## src/rtl/pe_pkg.sv

```systemverilog
// rtl/pe_pkg.sv - shared constants, FSM state and data types for the PE MAC unit
package pe_pkg;

    localparam int PE_DATA_W = 16;
    localparam int PE_FRAC_W = 8;
    localparam int PE_TAPS   = 9;
    localparam int PE_ACC_W  = 40;

    typedef enum logic [1:0] {
        ACCUM,
        DRAIN,
        OUTPUT
    } pe_mac_state_t;

    typedef logic signed [PE_DATA_W-1:0] pe_data_t;

endpackage

```

## src/rtl/pe_mac_unit_if.sv

```systemverilog
// rtl/pe_mac_unit_if.sv - tap input and result output handshake bundle of the PE MAC unit
interface pe_mac_unit_if
    import pe_pkg::*;
#(
    parameter int DATA_W = PE_DATA_W
);
    logic                     w_valid;
    logic signed [DATA_W-1:0] w_data;
    logic                     a_valid;
    logic signed [DATA_W-1:0] a_data;
    logic                     in_ready;
    logic                     out_valid;
    logic                     out_ready;
    logic signed [DATA_W-1:0] out_data;
    logic                     busy;

    modport master (
        output w_valid, w_data, a_valid, a_data, out_ready,
        input  in_ready, out_valid, out_data, busy
    );

    modport slave (
        input  w_valid, w_data, a_valid, a_data, out_ready,
        output in_ready, out_valid, out_data, busy
    );

endinterface

```

## src/rtl/pe_round_sat.sv

```systemverilog
// rtl/pe_round_sat.sv - round-half-up, saturate to DATA_W, optional ReLU (macro PE_RELU_EN)
module pe_round_sat
    import pe_pkg::*;
#(
    parameter int DATA_W = PE_DATA_W,
    parameter int FRAC_W = PE_FRAC_W,
    parameter int ACC_W  = PE_ACC_W
) (
    input  logic signed [ACC_W-1:0]  acc,
    output logic signed [DATA_W-1:0] result
);
    // One guard bit so the rounding bias can never wrap the sum
    localparam int SW = ACC_W + 1;
    localparam logic signed [SW-1:0] MAX_V = SW'((2 ** (DATA_W - 1)) - 1);
    localparam logic signed [SW-1:0] MIN_V = -SW'(2 ** (DATA_W - 1));
    localparam logic signed [SW-1:0] BIAS  = SW'(2 ** (FRAC_W - 1));

    logic signed [SW-1:0]     biased;
    logic signed [SW-1:0]     shifted;
    logic signed [DATA_W-1:0] sat;

    always_comb begin
        biased  = {acc[ACC_W-1], acc} + BIAS;
        shifted = biased >>> FRAC_W;
        if (shifted > MAX_V) begin
            sat = MAX_V[DATA_W-1:0];
        end else if (shifted < MIN_V) begin
            sat = MIN_V[DATA_W-1:0];
        end else begin
            sat = shifted[DATA_W-1:0];
        end
    end

`ifdef PE_RELU_EN
    assign result = sat[DATA_W-1] ? '0 : sat;
`else
    assign result = sat;
`endif

endmodule

```

## src/rtl/pe_mac_unit.sv

```systemverilog
// rtl/pe_mac_unit.sv - 3x3 kernel multiply-accumulate with rounded, saturated handshake output
module pe_mac_unit
    import pe_pkg::*;
#(
    parameter int DATA_W = PE_DATA_W,
    parameter int FRAC_W = PE_FRAC_W,
    parameter int TAPS   = PE_TAPS,
    parameter int ACC_W  = PE_ACC_W
) (
    input  logic          clk,
    input  logic          rst,
    pe_mac_unit_if.slave  bus
);
    localparam int PW    = 2 * DATA_W;
    localparam int CNT_W = $clog2(TAPS);

    pe_mac_state_t            state, state_nxt;
    logic [CNT_W-1:0]         tap_cnt;
    logic                     drain_cnt;
    logic signed [PW-1:0]     mul_q;
    logic                     mul_vld;
    logic signed [ACC_W-1:0]  acc;
    logic signed [DATA_W-1:0] out_data_q;
    logic signed [DATA_W-1:0] rs_result;
    logic                     accept;
    logic                     last_tap;
    logic                     out_hs;

    assign accept   = bus.w_valid && bus.a_valid && (state == ACCUM);
    assign last_tap = (tap_cnt == CNT_W'(TAPS - 1));
    assign out_hs   = (state == OUTPUT) && bus.out_ready;

    assign bus.in_ready  = (state == ACCUM);
    assign bus.out_valid = (state == OUTPUT);
    assign bus.busy      = (state != ACCUM);
    assign bus.out_data  = out_data_q;

    always_comb begin
        state_nxt = state;
        case (state)
            ACCUM:   if (accept && last_tap) state_nxt = DRAIN;
            DRAIN:   if (drain_cnt)          state_nxt = OUTPUT;
            OUTPUT:  if (bus.out_ready)      state_nxt = ACCUM;
            default:                         state_nxt = ACCUM;
        endcase
    end

    always_ff @(posedge clk or posedge rst) begin
        if (rst) begin
            state <= ACCUM;
        end else begin
            state <= state_nxt;
        end
    end

    // Two DRAIN cycles: one for the product register, one for the accumulate
    always_ff @(posedge clk or posedge rst) begin
        if (rst) begin
            tap_cnt    <= '0;
            drain_cnt  <= 1'b0;
            mul_q      <= '0;
            mul_vld    <= 1'b0;
            acc        <= '0;
            out_data_q <= '0;
        end else begin
            if (accept) begin
                tap_cnt <= last_tap ? '0 : tap_cnt + 1'b1;
            end
            drain_cnt <= (state == DRAIN) ? ~drain_cnt : 1'b0;

            mul_vld <= accept;
            if (accept) begin
                mul_q <= PW'(bus.w_data) * PW'(bus.a_data);
            end

            if (out_hs) begin
                acc <= '0;
            end else if (mul_vld) begin
                acc <= acc + ACC_W'(mul_q);
            end

            if (state == DRAIN && drain_cnt) begin
                out_data_q <= rs_result;
            end
        end
    end

    pe_round_sat #(
        .DATA_W (DATA_W),
        .FRAC_W (FRAC_W),
        .ACC_W  (ACC_W)
    ) u_round_sat (
        .acc    (acc),
        .result (rs_result)
    );

endmodule

```

## src/flat_wrapper.sv

```systemverilog
// flat-port wrapper written by rule: the top's interface ports become plain ports
module pe_mac_unit_flat import pe_pkg::*;
#(
    parameter int DATA_W = PE_DATA_W,
    parameter int FRAC_W = PE_FRAC_W,
    parameter int TAPS   = PE_TAPS,
    parameter int ACC_W  = PE_ACC_W
)
  (clk, rst, bus_w_valid, bus_w_data, bus_a_valid, bus_a_data, bus_out_ready, bus_in_ready, bus_out_valid, bus_out_data, bus_busy);
  pe_mac_unit_if #(.DATA_W(DATA_W)) bus_i ();
  input  logic clk;
  input  logic rst;
  input wire logic [$bits(bus_i.w_valid)-1:0] bus_w_valid;
  input wire logic [$bits(bus_i.w_data)-1:0] bus_w_data;
  input wire logic [$bits(bus_i.a_valid)-1:0] bus_a_valid;
  input wire logic [$bits(bus_i.a_data)-1:0] bus_a_data;
  input wire logic [$bits(bus_i.out_ready)-1:0] bus_out_ready;
  output wire logic [$bits(bus_i.in_ready)-1:0] bus_in_ready;
  output wire logic [$bits(bus_i.out_valid)-1:0] bus_out_valid;
  output wire logic [$bits(bus_i.out_data)-1:0] bus_out_data;
  output wire logic [$bits(bus_i.busy)-1:0] bus_busy;
  assign bus_i.w_valid = bus_w_valid;
  assign bus_i.w_data = bus_w_data;
  assign bus_i.a_valid = bus_a_valid;
  assign bus_i.a_data = bus_a_data;
  assign bus_i.out_ready = bus_out_ready;
  assign bus_in_ready = bus_i.in_ready;
  assign bus_out_valid = bus_i.out_valid;
  assign bus_out_data = bus_i.out_data;
  assign bus_busy = bus_i.busy;
  pe_mac_unit #(.DATA_W(DATA_W), .FRAC_W(FRAC_W), .TAPS(TAPS), .ACC_W(ACC_W)) u_core (.clk(clk), .rst(rst), .bus(bus_i));
endmodule
```

## config.mk

```make
export PLATFORM = sky130hd
export DESIGN_NAME = pe_mac_unit_flat
export DESIGN_NICKNAME = d
export VERILOG_FILES = /design/src/rtl/pe_pkg.sv /design/src/rtl/pe_mac_unit_if.sv /design/src/rtl/pe_round_sat.sv /design/src/rtl/pe_mac_unit.sv /design/src/flat_wrapper.sv
export SDC_FILE = /design/constraint.sdc
export NUM_CORES = 1
export LEC_CHECK = 0
export ABC_AREA = 0
export BUFFER_PORTS_ARGS = -buffer_cell sky130_fd_sc_hd__buf_2
export CORE_UTILIZATION = 50
export DETAILED_ROUTE_END_ITERATION = 8
export GPL_TIMING_DRIVEN = 0
export MAX_ROUTING_LAYER = met4
export PLACE_DENSITY = 0.66
export SETUP_SLACK_MARGIN = 0.02
export SLEW_MARGIN = 10
export SYNTH_ARGS = -nofsm -noshare
export SYNTH_HDL_FRONTEND = slang
export SYNTH_SLANG_ARGS = --single-unit
```

## constraint.sdc

```tcl
create_clock -name clk -period 8.4 [get_ports clk]
set_clock_uncertainty 0.2 [all_clocks]
set_input_delay 0.84 -clock clk [delete_from_list [all_inputs] [get_ports clk]]
set_output_delay 0.84 -clock clk [all_outputs]
set_load 0.005 [all_outputs]
```

==> Yosys cells after proc, flatten, opt, wreduce, memory -nomap -nowiden <==
Cells that the tools add are included.
{ "op_classes": {"n_addsub": 3, "n_mul": 1, "n_lt_le_gt_ge": 2, "n_eq_ne": 6, "n_mux": 10, "bitwise": 1, "n_reduce_logical": 9} }
{ "op_table": {"columns": ["op", "count"], "rows": [
  ["$mux 40", 2],
  ["$add 40x9->41 const B", 1],
  ["$add 40x32->40", 1],
  ["$gt 33x16->1 const B", 1],
  ["$lt 33x16->1 const B", 1],
  ["$mul 16x16->32", 1],
  ["$mux 16", 2],
  ["$mux 2", 3],
  ["$pmux 2 s3", 1],
  ["$logic_and 1x1->1", 5],
  ["$add 4x1->4 const B", 1],
  ["$eq 4x4->1 const B", 1],
  ["$mux 4", 1],
  ["$ne 2x1->1 const B", 2],
  ["$reduce_bool 2->1", 2],
  ["$reduce_and 3->1", 1],
  ["$eq 2x1->1 const B", 1],
  ["$eq 2x2->1 const B", 1],
  ["$logic_not 2->1", 1],
  ["$ne 2x2->1 const B", 1],
  ["$mux 1", 1],
  ["$not 1->1", 1]
]} }
{ "word_totals": {"regBits": 96, "in_bits": 37, "output_inout_bits": 19, "word_cells": 39} }

==> Depth between registers and ports, before layout <==
{ "depth": {"word_depth": 5, "depth_mapped": 26, "depth_no_buf": 25} }

==> Modules after synthesis <==
A second synthesis with hierarchy kept.
{ "unflattened": {"hier_cells": 1888, "hier_area_um2": 16823.6} }
{ "modules_own_cells": {"columns": ["mod", "instances", "cells_each", "area_per_inst_um2", "seq_area_each_um2"], "rows": [
  ["pe_mac_unit", 1, 1728, 15806.4, 2402.3],
  ["pe_round_sat", 1, 160, 1017.2, 0.0]
]} }

==> Worst setup path after synthesis <==
No wires, ideal clock.
{ "synth_path": {"path_kind": "input -> register", "from": "input bus_a_data[15]", "to": "register u_core.mul_q[31]", "setup_time_ns": 0.132, "arrival_ns": 6.544, "required_ns": 8.068, "slack_ns": 1.524, "stages": 22, "path_buffers": 1, "cell_sequence": "inv_1 -> clkbuf_1 -> nor2_1 -> fa_1 -> fa_1 -> fa_1 -> fa_1 -> fa_1 -> inv_1 -> fa_1 -> inv_1 -> ha_1 -> a21oi_1 -> nor2b_1 -> o21ai_0 -> nand3_1 -> a22o_1 -> a221oi_1 -> o211ai_1 -> a31oi_1 -> xnor2_1 -> o21ai_1"} }
{ "synth_between": {"elab_chain_len": 1} }
{ "synth_rtl": {"columns": ["element", "line_no", "rtl"], "rows": [
  ["from (decl)", "flat_wrapper.sv:16", "input wire logic [$bits(bus_i.a_data)-1:0] bus_a_data;"],
  ["$mul 16x16->32", "pe_mac_unit.sv:73", "mul_q <= PW'(bus.w_data) * PW'(bus.a_data);"],
  ["to (signal assigned)", "pe_mac_unit.sv:73", null],
  ["to (decl)", "pe_mac_unit.sv:20", "logic signed [PW-1:0] mul_q;"]
]} }
No other way between the ends.
A chain may end at the register's enable or synchronous reset.

==> Final worst setup path <==
{ "layout_path": {"from": "input bus_w_data[5]", "to": "register u_core.mul_q[31]"} }
{ "layout_between": {"elab_chain_len": 1} }
{ "layout_rtl": {"columns": ["element", "line_no", "rtl"], "rows": [
  ["from (decl)", "flat_wrapper.sv:14", "input wire logic [$bits(bus_i.w_data)-1:0] bus_w_data;"],
  ["$mul 16x16->32", "pe_mac_unit.sv:73", null]
]} }
No other way between the ends.

==> impl_results.md <==
* Run status: complete, no violations
* FF-to-FF End: u_core.acc[36]
* Register area share after synthesis at about 15%
* Clock latency on the worst-skew pair at roughly 0.35 ns
* Initial DRC Count at 765
* Cells after Synth at ~1800
* Crit path time final at between 7 and 8 ns
* Post-CTS Resized at 0
* Row cnt at 65
* Critical path type: input port to flop
* Hold endpoint: u_core.mul_q[0]
* Top-area cell type share of the netlist area at between 30% and 40%
* P&R area growth vs syn at 6.934%
* Final net count at between 2000 and 2500
* Worst slew pin tran at around 0.85 ns
* PortBufs at between 50 and 60
* Drt first pass iters at 5
* Post-synth EDFFs at 0
* Post-synthesis register bit count at 96
* Relative slew margins at 43.47%
* WL/cell at about 17 µm
* Max Cap Viol at 0
* Layout cell share with drive strength beyond 1 at around 4.6%
* CTS tree: done
* Starting density of the core at about half
* Setup Fix Bufs, Post-CTS at 0
* R2R depth at 13
* Commonest non-fill, non-tap cell in the layout: inv_1
* Top cell type by total area after synthesis: fa_1
* Final ANT Viol Nets at 0
* Max Fclk at roughly 130 MHz
* Netlist Area Pre-Place at about 16000 µm²
* Core area at 31720 µm²
* Total track usage at approximately a quarter
* Post-CTS Hold Fix Bufs at 0
* Critical R2R Launch: u_core.mul_q[0]
* Total wire length at slightly below 40000 µm
* Total negative slack at 0 ns
* Global-route wire length before repair at about 66000 µm
* CP Launch Point: bus_w_data[5]
* Startpoint Class: input port
* Max Slew Vio Count at 0
* I/O Pins at 56
* Crit end category: flop
* Yosys warnings at 0
* Part of the cycle the worst path needs at between 90% and 100%
* Die width at ~180 µm
* Hold Crit Class: flop to flop
* Vias at 12520
* Maximum clock path buffer count at 2
* Worst hold path cell count at 2
* Largest net degree at the start of global routing at between 50 and 60
* DRC viols at 0
* Vias/cell at ~5.4
* Post-synthesis cell type count at 64
* Grt ovf at 0
* Largest cells by area after synthesis: fa_1, dfrtp_1, ha_1
* Fillers at 2948
* Average size of a mapped cell at 8.898 µm²
* Antenna violations before repair at 1
* Die area at 33170 µm²
* Placed wire-length estimate at 33130 µm
* CP arrival at about 7.9 ns
* CP Max Fanout at 10
* Final hold violation count at 0
* RSZ-0062 raised after global routing: false
* Die height at 182.1 µm
* Fraction of registers with async set/reset at 100.0%
* Most frequent cells in the layout: inv_1, fa_1, nand2_1
* Htree depth at 3
* R2r setup slk at 4.38 ns
* Syn_nets at roughly 2200
* WP data required at about 8.4 ns
* Vias in the first global route at between 10000 and 15000
* Routability Congestion at 0.9386
* Root buf cell: clkbuf_16
* Num CTS Buffers at 9
* HP Start: u_core.mul_q[0]
* Clk pin slew, worst setup/hold paths at 0.08 ns
* Final setup viols at 0
* Top FF cell, synth: dfrtp_1
* CTS Sinks at 96
## worst max-delay path by stage
stage / end
6_report: u_core.mul_q[31]
5_1_grt: u_core.mul_q[31]
4_1_cts: u_core.mul_q[31]
3_5_place_dp: u_core.mul_q[31]
3_3_place_gp: u_core.mul_q[31]
2_1_floorplan: u_core.mul_q[31]
## metrics by stage
| stage | hold slack [ns] | utilization (%) | std cells | area [µm²] | setup WS (ns) |
|---|---|---|---|---|---|
| floorplan | 0.2350 | - | 1823 | 16220 | 1.524 |
| global placement | 0.2615 | 53.60 | 2280 | 17000 | 0.4312 |
| detailed placement | 0.2734 | 53.69 | 2281 | 17030 | 0.3469 |
| CTS | 0.2931 | 54.68 | 2297 | 17340 | 0.6918 |
| global route | 0.3111 | 54.69 | 2298 | 17350 | 0.1466 |
| finish | 0.2920 | 54.69 | 2298 | 17350 | 0.5395 |
## critical path, cell delays in order
cell and delay (ns):
buf_2 0.20, clkbuf_1 0.59, nand2_1 0.17, fa_1 0.57, inv_1 0.07, fa_1 0.50
inv_1 0.05, fa_1 0.47, inv_1 0.05, fa_1 0.58, fa_1 0.56, inv_1 0.05
fa_1 0.52, inv_1 0.04, ha_1 0.36, a21oi_1 0.21, a21oi_1 0.12, nor2_1 0.10
nand3_1 0.17, a22o_1 0.29, a221oi_1 0.65, o211ai_1 0.21, a31oi_1 0.24, xnor2_1 0.17
o21ai_1 0.08
## routing by layer
layer | part of all wire, % | GRT usage [%] | vias to the layer above
li1 | - | - | 5892
met2 | 48 | 42.15 | 245
met4 | 1.7 | 4.941 | 0
met5 | 0 | - | -
met1 | 45 | 35.30 | 6334
met3 | 5.3 | 3.552 | 45
## cells in the mapped netlist (28+ instances only)
| library cell | instances |
|---|---|
| nor2_1 | 99 |
| xnor2_1 | 56 |
| nand2_1 | 204 |
| o21ai_0 | 28 |
| ha_1 | 124 |
| and2_1 | 122 |
| dfrtp_1 | 96 |
| o21ai_1 | 38 |
| clkbuf_1 | 52 |
| inv_1 | 354 |
| nand3_1 | 28 |
| a21o_1 | 39 |
| fa_1 | 263 |
| a21oi_1 | 54 |
## sequential cells by signal, indices dropped and copies added, names as in the netlist
| signal | cells |
|---|---|
| u_core.mul_q | 32 |
| u_core.drain_cnt | 1 |
| u_core.tap_cnt | 4 |
| u_core.bus.out_data | 16 |
| u_core.state | 2 |
| u_core.acc | 40 |
| u_core.mul_vld | 1 |
## area by class of cell
cell class | instances | area, µm² | share of cell area (%)
clock buffer | 10 | 239.0 | 1.378
antenna | 1 | 2.502 | 0.01443
timing repair buffer | 56 | 302.8 | 1.746
multi-input combinational | 1311 | 12250 | 70.59
tap | 402 | 503.0 | 2.900
clock inverter | 6 | 75.07 | 0.4328
sequential | 96 | 2402 | 13.85
inverter | 355 | 1335 | 7.696
buffer | 61 | 241.5 | 1.392
## logic make-up after synthesis
kind of cell	after synthesis	synth area share, %
buffers and inverters	416	9.703
DFF	96	14.81
muxes	29	1.828
and+or+nand+nor	562	17.12
adders and majority gates	387	42.02
xor gates and xnor gates	83	4.481
AOI/OAI and AO/OA	250	10.03
Power is left out: the tool's default activity adds up to more than one toggle a clock period on the data nets, which glitch-free logic cannot reach.
